**config.mk**
```make
export PLATFORM = sky130hd
export DESIGN_NAME = mem_port_arbiter
export DESIGN_NICKNAME = d
export VERILOG_FILES = /design/src/rtl/mem_port_arbiter.sv
export SDC_FILE = /design/constraint.sdc
export NUM_CORES = 1
export LEC_CHECK = 0
export CORE_ASPECT_RATIO = 0.6
export CORE_MARGIN = 1
export CORE_UTILIZATION = 30
export CTS_CLUSTER_SIZE = 8
export DETAILED_ROUTE_END_ITERATION = 16
export GPL_ROUTABILITY_DRIVEN = 0
export GPL_TIMING_DRIVEN = 0
export SETUP_SLACK_MARGIN = 0.2
export SYNTH_ARGS = -nofsm -noshare
export SYNTH_HDL_FRONTEND = slang
export SYNTH_SLANG_ARGS = --single-unit
```
**constraint.sdc**
```tcl
create_clock -name clk -period 2.35 [get_ports clk]
set_clock_uncertainty 0.05 [all_clocks]
set_input_delay 0.705 -clock clk [delete_from_list [all_inputs] [get_ports clk]]
set_output_delay 0.705 -clock clk [all_outputs]
set_load 0.01 [all_outputs]
```
**src/rtl/mem_port_arbiter.sv**
```systemverilog
// Single-port memory arbiter between instruction fetch and the memory stage.
// One bus transaction in flight; data accesses win, redirects squash fetch results.
module mem_port_arbiter #(
    parameter int         DATA_W      = 32,
    parameter logic [1:0] IFETCH_SIZE = 2'b10
) (
    input  logic              clk,
    input  logic              rst,

    input  logic              i_req,
    input  logic [DATA_W-1:0] i_addr,
    input  logic              flush,
    output logic [DATA_W-1:0] i_data,
    output logic              i_valid,

    input  logic              d_req,
    input  logic              d_write,
    input  logic [1:0]        d_size,
    input  logic [DATA_W-1:0] d_addr,
    input  logic [DATA_W-1:0] d_wdata,
    output logic [DATA_W-1:0] d_rdata,
    output logic              d_valid,
    output logic              keep,

    output logic [DATA_W-1:0] daddr,
    output logic              dreq,
    output logic              dwrite,
    output logic [1:0]        dsize,
    output logic [DATA_W-1:0] input_ddata,
    input  logic [DATA_W-1:0] output_ddata,
    input  logic              dready_n,
    input  logic              dbusy
);

    typedef enum logic [1:0] {
        IDLE  = 2'd0,
        D_ACC = 2'd1,
        I_ACC = 2'd2
    } state_t;

    state_t            state_q;
    logic [DATA_W-1:0] daddr_q;
    logic              dreq_q;
    logic              dwrite_q;
    logic [1:0]        dsize_q;
    logic [DATA_W-1:0] wdata_q;
    logic [DATA_W-1:0] i_data_q;
    logic              i_valid_q;
    logic [DATA_W-1:0] d_rdata_q;
    logic              d_valid_q;
    logic              drop_q;

    logic              done;
    logic              d_pending;

    assign done      = !dready_n && !dbusy;
    // While d_valid is high, d_req still belongs to the access that just finished.
    assign d_pending = d_req && !d_valid_q;

    always_ff @(posedge clk or negedge rst) begin
        if (!rst) begin
            state_q   <= IDLE;
            daddr_q   <= '0;
            dreq_q    <= 1'b0;
            dwrite_q  <= 1'b0;
            dsize_q   <= 2'b00;
            wdata_q   <= '0;
            i_data_q  <= '0;
            i_valid_q <= 1'b0;
            d_rdata_q <= '0;
            d_valid_q <= 1'b0;
            drop_q    <= 1'b0;
        end else begin
            i_valid_q <= 1'b0;
            d_valid_q <= 1'b0;
            case (state_q)
                IDLE: begin
                    if (d_pending) begin
                        daddr_q  <= d_addr;
                        dwrite_q <= d_write;
                        dsize_q  <= d_size;
                        wdata_q  <= d_write ? d_wdata : '0;
                        dreq_q   <= 1'b1;
                        state_q  <= D_ACC;
                    end else if (i_req && !flush) begin
                        daddr_q  <= i_addr;
                        dwrite_q <= 1'b0;
                        dsize_q  <= IFETCH_SIZE;
                        wdata_q  <= '0;
                        dreq_q   <= 1'b1;
                        drop_q   <= 1'b0;
                        state_q  <= I_ACC;
                    end else begin
                        dreq_q   <= 1'b0;
                    end
                end

                D_ACC: begin
                    if (done) begin
                        d_rdata_q <= output_ddata;
                        d_valid_q <= 1'b1;
                        dreq_q    <= 1'b0;
                        dwrite_q  <= 1'b0;
                        wdata_q   <= '0;
                        state_q   <= IDLE;
                    end
                end

                I_ACC: begin
                    // The bus cycle always runs to completion; a redirect only squashes the result.
                    if (done) begin
                        dreq_q  <= 1'b0;
                        drop_q  <= 1'b0;
                        state_q <= IDLE;
                        if (!drop_q && !flush) begin
                            i_data_q  <= output_ddata;
                            i_valid_q <= 1'b1;
                        end
                    end else if (flush) begin
                        drop_q <= 1'b1;
                    end
                end

                default: begin
                    dreq_q  <= 1'b0;
                    state_q <= IDLE;
                end
            endcase
        end
    end

    assign keep        = d_pending;
    assign daddr       = daddr_q;
    assign dreq        = dreq_q;
    assign dwrite      = dwrite_q;
    assign dsize       = dsize_q;
    assign input_ddata = wdata_q;
    assign i_data      = i_data_q;
    assign i_valid     = i_valid_q;
    assign d_rdata     = d_rdata_q;
    assign d_valid     = d_valid_q;

endmodule
```
# ---- Word-level counts from Yosys, hierarchy flattened
# Index checks and enable logic that the tools add are counted.
dict set report totals {
  regBits 137
  inputBits 138
  output_inout_bits 135
  word_cells 67
}
dict set report classes {
  n_eq_ne 8
  n_mux 28
  reduce_logical 20
}
# cell count
set ops {}
lappend ops {{32-bit two-way mux} 6}
lappend ops {{32-bit case mux with 2 select lines} 1}
lappend ops {{1-bit two-way mux} 13}
lappend ops {{2-bit two-way mux} 4}
lappend ops {{2-bit inequality test (second input constant)} 3}
lappend ops {{3-bit inequality test (second input constant)} 2}
lappend ops {{1-bit case mux with 2 select lines} 3}
lappend ops {{2-bit AND reduction} 3}
lappend ops {{3-bit AND reduction} 2}
lappend ops {{2-bit nonzero test} 3}
lappend ops {{1-bit logical NOT} 5}
lappend ops {{1-bit logical AND} 4}
lappend ops {{2-bit case mux with 2 select lines} 1}
lappend ops {{4-bit AND reduction} 1}
lappend ops {{2-bit by 1-bit equality test with 1-bit output (second input constant)} 1}
lappend ops {{2-bit equality test (second input constant)} 1}
lappend ops {{2-bit logical NOT} 1}
lappend ops {{2-bit by 1-bit inequality test with 1-bit output (second input constant)} 1}
lappend ops {{2-bit OR reduction} 1}

# ---- Depth between registers and ports, before layout
# Gate-level depths: netlist (run 1).
dict set report depth {
  depth_word 5
  depth_mapped 6
  mapped_depth_nobuf 5
}

# ---- Worst setup path after synthesis (run 1)
# No wires, ideal clock.
dict set report synth_timing {
  path_type {input port to flip-flop}
  start {input d_req}
  end {register daddr_q[10], in the netlist daddr[10]}
  setup_time_ns 0.125
  arrival_ns 1.770
  required_time_ns 2.175
  slack_ns 0.405
  path_stages 5
  n_path_buf 2
  cell_sequence {nand2b_1 -> buf_4 -> a21oi_2 -> buf_6 -> mux2_2}
}
dict set report synth_via {
  elab_chain_cells 3
  word_cells_on_any_way 4
  classes_between {mux: 1; reduce/logical: 3}
}
# item line_no
set synth_lines {}
lappend synth_lines {{start: declaration} 16} ;# input logic d_req,
lappend synth_lines {{1-bit logical AND *} 58} ;# assign d_pending = d_req && !d_valid_q;
lappend synth_lines {{2-bit nonzero test (no line)} --}
lappend synth_lines {{2-bit AND reduction (no line)} --}
lappend synth_lines {{end signal: assignment} 79} ;# daddr_q <= d_addr;
lappend synth_lines {{end signal: assignment} 86} ;# daddr_q <= i_addr;
lappend synth_lines {{end: declaration} 42} ;# logic [DATA_W-1:0] daddr_q;
# Every way passes the cells marked *; elsewhere a longest branch is shown, timed or not.
# A chain may end at the register's enable or synchronous reset.

# ---- Worst setup path in the final report (run 1)
dict set report layout_timing {
  start {register wdata_q[19], in the netlist input_ddata[19]}
  end {output input_ddata[19]}
}
# item line_no
set layout_rtl {}
lappend layout_rtl {{start: declaration} 46} ;# logic [DATA_W-1:0] wdata_q;
lappend layout_rtl {{start signal: assignment} 82} ;# wdata_q <= d_write ? d_wdata : '0;
lappend layout_rtl {{end: declaration} 29} ;# output logic [DATA_W-1:0] input_ddata,
# No word-level cell between the ends.

==> run_results.csv, run 1 <==
group,metric,value,unit
clock_tree,numCtsBuffers,17,
timing,max_freq,0.476,GHz
grt,use_met1,0.218,
clock_tree,cts_tree,"yes",
placed_design,dp_slack,-0.540,ns
routing,via_per_inst,4.51,
grt,grtUsageMet2,0.263,
outcome,status,"finished, final reports clean",
worst_setup_path,crit-reg2reg-capture,"input_ddata[21]$_DFFE_PN0P_",
grt,grt_pass1_vias,4498,
timing,tightest_slew,0.667,ns
timing,slew_viol_final,0,
grt,grt_max_degree,73,
synth,synth.distinct_cells,28,
grt,use_met3,0.0625,
routing,dr.pass1.iters,4,
synth,synth_top_area_share,0.617,
worst_setup_path,crit_type,"register to output pin",
timing,min_period,2.10,ns
clock_tree,numClockSinks,137,
worst_setup_path,critPathLaunchType,"register",
floorplan,die_y,107,µm
worst_setup_path,worstSetupPathDepth,1,
synth,synth_area_leaders,"dfrtp_1 (62%), mux2_2 (26%), a22o_1 (5.0%), buf_2 (1.1%), ha_1 (0.68%)",
floorplan,start_util,0.307,
pwr,irDropWorstVdd,554,µV
finish,syn_to_final_growth,68.4,%
worst_setup_path,cp_data_arrival_time,1.35,ns
routing,vias,4083,
routing,drt-initial-drc-count,159,
timing,finalSetupViolCount,0,
synth,syn-instance-count,350,
finish,nets,794,
placed_design,dpl_cell_area,8610,µm²
timing,holdWs,0.246,ns
pwr,power_density,1290,nW/µm²
synth,synth_top_area_cell,"dfrtp_1",
synth,synth_edf_count,0,
floorplan,die_w,178,µm
timing,hold_violations,0,
worst_setup_path,r2r_cells,6,
timing,slew_headroom,0.555,
synth,syn_area_per_cell,15.9,µm²
finish,diodes,0,
timing,rsz0062_at_grt,"yes",
placed_design,dp_cells,863,
routing,wl_per_cell,17.3,µm
worst_setup_path,required,1.59,ns
worst_setup_path,crit_family,"buffers and inverters",
synth,synthArstFlopShare,1.00,
worst_setup_path,r2r_slack,0.36,ns
worst_setup_path,slowest_stage,"clkdlybuf4s50_1",
synth,synth_ff_type,"dfrtp_1",
worst_setup_path,startpoint,"input_ddata[19]$_DFFE_PN0P_",
clock_tree,clk_latency,0.40,ns
clock_tree,clk_pin_slew_worst_paths,0.07,ns
worst_setup_path,reg2reg_from,"state_q[0]$_DFFE_PN0P_",
pwr,p_leak,3.98,nW
worst_setup_path,cpPeakStageDelay,0.57,ns
placed_design,detailed_place_hpwl,11500,µm
clock_tree,cts_root_buf,"clkbuf_16",
grt,grt-busiest-layer,"met2",
clock_tree,h-tree-depth,4,
synth,syn_nets,491,
floorplan,ioPinCount,273,
floorplan,core_area,18100,µm²
floorplan,die-area,19100,µm²
grt,grt-ovfl-total,0,
worst_setup_path,worst-path-buf-inv,1,
timing,fin_ws,0.249,ns
min_path,min_path_type,"input port to asynchronous set/reset pin",
synth,synth_area,5560,µm²
timing,post-route-period-util,0.894,
routing,drc,0,
worst_setup_path,worstSetupEndpointType,"output pin",
job,drv_cap,0,
grt,grt_pass1_wl,24700,µm
floorplan,rows,38,
finish,final_cells,905,
routing,drt-total-wl,15700,µm
placed_design,port_buffers,272,
grt,grtUsageTotal,0.169,
worst_setup_path,critPathMaxFanout,2,
finish,stdcell_area,9360,µm²
worst_setup_path,crit_path_end,"input_ddata[19]",
routing,ant_nets,0,
clock_tree,clockBufferDepth,2,
synth,yosysWarnings,0,
synth,synth-seq-area-share,0.617,
worst_setup_path,cp_cell_sequence,"clkdlybuf4s50_1",
grt,grt_antenna_before_repair,0,
synth,ys_ff_latch,137,
finish,drive_above_1_share,0.301,
==> area by class of cell <==
type                       instances  area, µm²
fill                            1520       8760
sequential                       137       3430
timing repair buffer             284       2850
multi-input combinational        188       2000
clock buffer                      19        453
tap                              240        300
clock inverter                    12        164
buffer                            19        130
inverter                           6       30.0
==> sequential cells by signal, summed over array words and instances (netlist names) <==
| name | flops |
|---|---|
| d_rdata | 32 |
| d_valid | 1 |
| daddr | 32 |
| dreq | 1 |
| drop_q | 1 |
| dsize | 2 |
| dwrite | 1 |
| i_data | 32 |
| i_valid | 1 |
| input_ddata | 32 |
| state_q | 2 |
==> Yosys cell counts, types with 2 or more instances <==
| cell type | count |
|---|---|
| o21ai_0 | 3 |
| nand2b_1 | 2 |
| inv_2 | 2 |
| a21oi_1 | 3 |
| mux2_2 | 128 |
| buf_4 | 4 |
| ha_1 | 3 |
| dfrtp_1 | 137 |
| inv_1 | 4 |
| a22o_1 | 32 |
| buf_2 | 12 |
| buf_6 | 3 |
| nor2b_1 | 2 |
==> placed cells by master, fill, tap and decap left out, types with 4 or more instances in the layout <==
master	instances
clkdlybuf4s50_1	268
dfrtp_1	137
mux2_2	128
a22o_1	32
clkbuf_16	17
buf_4	14
buf_2	11
buf_6	6
inv_1	4
clkinvlp_4	4
inv_6	4
==> metal layers <==
metal / up-vias / share of wire
met5: - / 0
met4: 0 / 0.0094
met3: 13 / 0.090
met2: 156 / 0.44
met1: 2026 / 0.46
li1: 1888 / -
==> power breakdown <==
| part | leakage, nW | switching (W) | internal [W] | total, W |
|---|---|---|---|---|
| Clock | 0.289 | 0.00107 | 0.00174 | 0.00281 |
| Sequential | 1.72 | 0.000572 | 0.00344 | 0.00401 |
| Combinational | 1.98 | 0.00202 | 0.00320 | 0.00521 |
==> cells by family after synthesis <==
family / synth area share
flip-flops: 0.617
AO/OA/AOI/OAI: 0.0703
AND/OR/NAND/NOR: 0.0180
multiplexers: 0.261
adder cells (fa/ha/maj): 0.00676
buffers and inverters: 0.0264
==> metrics by stage <==
step	setup TNS, ns	power (W)	util
6_report	0	0.0120	0.517
5_1_grt	0	0.0127	0.517
2_1_floorplan	0	0.00624	-
3_5_place_dp	-37.80	0.00922	0.475
3_3_place_gp	-692.19	0.00910	0.474
4_1_cts	0	0.0122	0.514
==> worst min-delay path by stage <==
stage,cells after the start,startpoint,endpoint
6_report,1,rst,daddr[7]$_DFFE_PN0P_
5_1_grt,1,rst,daddr[7]$_DFFE_PN0P_
4_1_cts,1,rst,daddr[7]$_DFFE_PN0P_
3_5_place_dp,1,dwrite$_DFFE_PN0P_,dwrite$_DFFE_PN0P_
3_3_place_gp,1,dwrite$_DFFE_PN0P_,dwrite$_DFFE_PN0P_
2_1_floorplan,0,rst,d_rdata[0]$_DFFE_PN0P_
==> timing repair <==
| action | 4_1_cts | 5_1_grt |
|---|---|---|
| hold buffers | 0 | 0 |
| pin swaps | 1 | 2 |
| resized for setup | 13 | 3 |
| buffers inserted | 6 | 5 |
| endpoints found under the setup margin | 115 | 87 |
No activity file was read; power rests on OpenSTA's default activity.
==> inputs of run 2 (changes only) <==
--- a/config.mk
+++ b/config.mk
@@ -8,7 +8,7 @@
 export CORE_ASPECT_RATIO = 0.6
 export CORE_MARGIN = 1
 export CORE_UTILIZATION = 30
-export CTS_CLUSTER_SIZE = 8
+export CTS_CLUSTER_SIZE = 25
 export DETAILED_ROUTE_END_ITERATION = 16
 export GPL_ROUTABILITY_DRIVEN = 0
 export GPL_TIMING_DRIVEN = 0
==> constraint.sdc (replaced) <==
create_clock -name clk -period 2.35 [get_ports clk]
set_clock_uncertainty 0.05 [all_clocks]
set_input_delay 0.705 -clock clk [delete_from_list [all_inputs] [get_ports clk]]
set_output_delay 0.705 -clock clk [all_outputs]
set_load 0.05 [all_outputs]
==> run_results.csv, run 2 (synthesis results as in run 1) <==
group,metric,value,unit
grt,grtUsageMet2,0.264,
routing,drt-total-wl,15700,µm
worst_setup_path,r2r_slack,0.36,ns
grt,grt_pass1_vias,4491,
grt,use_met3,0.0621,
grt,grtUsageTotal,0.169,
clock_tree,clockBufferDepth,2,
worst_setup_path,critPathMaxFanout,2,
min_path,min_path_type,"input port to asynchronous set/reset pin",
grt,use_met1,0.217,
timing,min_period,2.09,ns
placed_design,dp_cells,863,
placed_design,port_buffers,272,
worst_setup_path,worstSetupPathDepth,1,
routing,ant_nets,0,
job,drv_cap,0,
clock_tree,clk_pin_slew_worst_paths,0.07,ns
finish,mostFrequentLayoutCell,"dfrtp_1",
timing,rsz0062_at_grt,"yes",
routing,drt-initial-drc-count,160,
routing,dr.pass1.iters,3,
finish,drive_above_1_share,0.298,
timing,tightest_slew,0.671,ns
routing,vias,4070,
floorplan,die-area,19100,µm²
worst_setup_path,worst-path-buf-inv,1,
floorplan,die_w,178,µm
floorplan,ioPinCount,273,
worst_setup_path,critPathLaunchType,"register",
finish,final_cells,902,
grt,grt-ovfl-total,0,
finish,nets,791,
worst_setup_path,crit_family,"buffers and inverters",
grt,grt-busiest-layer,"met2",
pwr,power_density,1580,nW/µm²
pwr,p_leak,4.30,nW
worst_setup_path,worstSetupEndpointType,"output pin",
finish,stdcell_area,9170,µm²
clock_tree,numClockSinks,137,
finish,fin_util,0.506,
timing,slew_headroom,0.552,
placed_design,dpl_cell_area,8610,µm²
pwr,irDropWorstVdd,766,µV
clock_tree,cts_tree,"yes",
floorplan,die_y,107,µm
clock_tree,numCtsBuffers,17,
timing,hold_violations,0,
floorplan,core_area,18100,µm²
routing,drc,0,
finish,syn_to_final_growth,65.0,%
finish,diodes,0,
worst_setup_path,crit-reg2reg-capture,"daddr[25]$_DFFE_PN0P_",
worst_setup_path,cp_data_arrival_time,1.33,ns
worst_setup_path,slowest_stage,"dlygate4sd2_1",
clock_tree,h-tree-depth,4,
placed_design,detailed_place_hpwl,11500,µm
grt,grt_antenna_before_repair,0,
floorplan,start_util,0.307,
worst_setup_path,cp_cell_sequence,"dlygate4sd2_1",
routing,via_per_inst,4.51,
grt,grt_pass1_wl,24700,µm
outcome,status,"finished, final reports clean",
pwr,p_total,0.0145,W
worst_setup_path,r2r_cells,6,
clock_tree,postCtsHoldBufs,0,
timing,max_freq,0.479,GHz
clock_tree,clk_latency,0.40,ns
floorplan,rows,38,
clock_tree,cts_root_buf,"clkbuf_16",
worst_setup_path,reg2reg_from,"state_q[0]$_DFFE_PN0P_",
worst_setup_path,required,1.59,ns
worst_setup_path,cpPeakStageDelay,0.56,ns
timing,finalSetupViolCount,0,
grt,grt_max_degree,73,
worst_setup_path,crit_type,"register to output pin",
timing,slew_viol_final,0,
finish,mostFrequentLayoutCells,"dfrtp_1 (137), clkdlybuf4s50_1 (135), dlygate4sd2_1 (134)",
routing,wl_per_cell,17.4,µm
timing,post-route-period-util,0.889,
[run 2: per-stage QoR]
step	setup TNS, ns	setup slack (ns)	hold slack (ns)
after floorplan	0	0.391	0.359
after global placement	-692.46	-4.81	0.410
after detailed placement	-38.07	-0.807	0.419
after CTS	0	0.178	0.272
after global routing	0	0.164	0.295
final	0	0.261	0.244
[run 2: routing by layer]
layer,vias to the layer above,part of all wire
met4,0,0.0096
met1,2022,0.46
met2,153,0.44
li1,1881,-
met5,-,0
met3,14,0.090
[run 2: repair_timing]
action / 4_1_cts / 5_1_grt
endpoints found under the hold margin: 0 / 0
resized for setup: 150 / 2
setup endpoints to repair: 249 / 75
pin swaps: 1 / 2
setup buffers: 4 / 4
[run 2: final cells by class]
class,instances,area (µm²)
Fill cell,1592,8950
Multi-Input combinational cell,188,2000
Tap cell,240,300
Buffer,19,128
Inverter,6,30.0
Clock buffer,19,453
Sequential cell,137,3430
Clock inverter,12,164
Timing Repair Buffer,281,2670
[run 2: how the worst max path moves through the flow]
| stage | end | start |
|---|---|---|
| detailed placement | keep | d_req |
| CTS | keep | d_req |
| global route | i_data[2]$_DFFE_PN0P_ | dbusy |
| floorplan | daddr[10]$_DFFE_PN0P_ | d_valid$_DFF_PN0_ |
| global placement | input_ddata[16]$_DFFE_PN0P_ | rst |
| finish | input_ddata[19] | input_ddata[19]$_DFFE_PN0P_ |
[run 2: where the power goes]
group / internal, W / switching (W)
clock network: 0.00174 / 0.00107
logic: 0.00242 / 0.00529
registers: 0.00344 / 0.000530
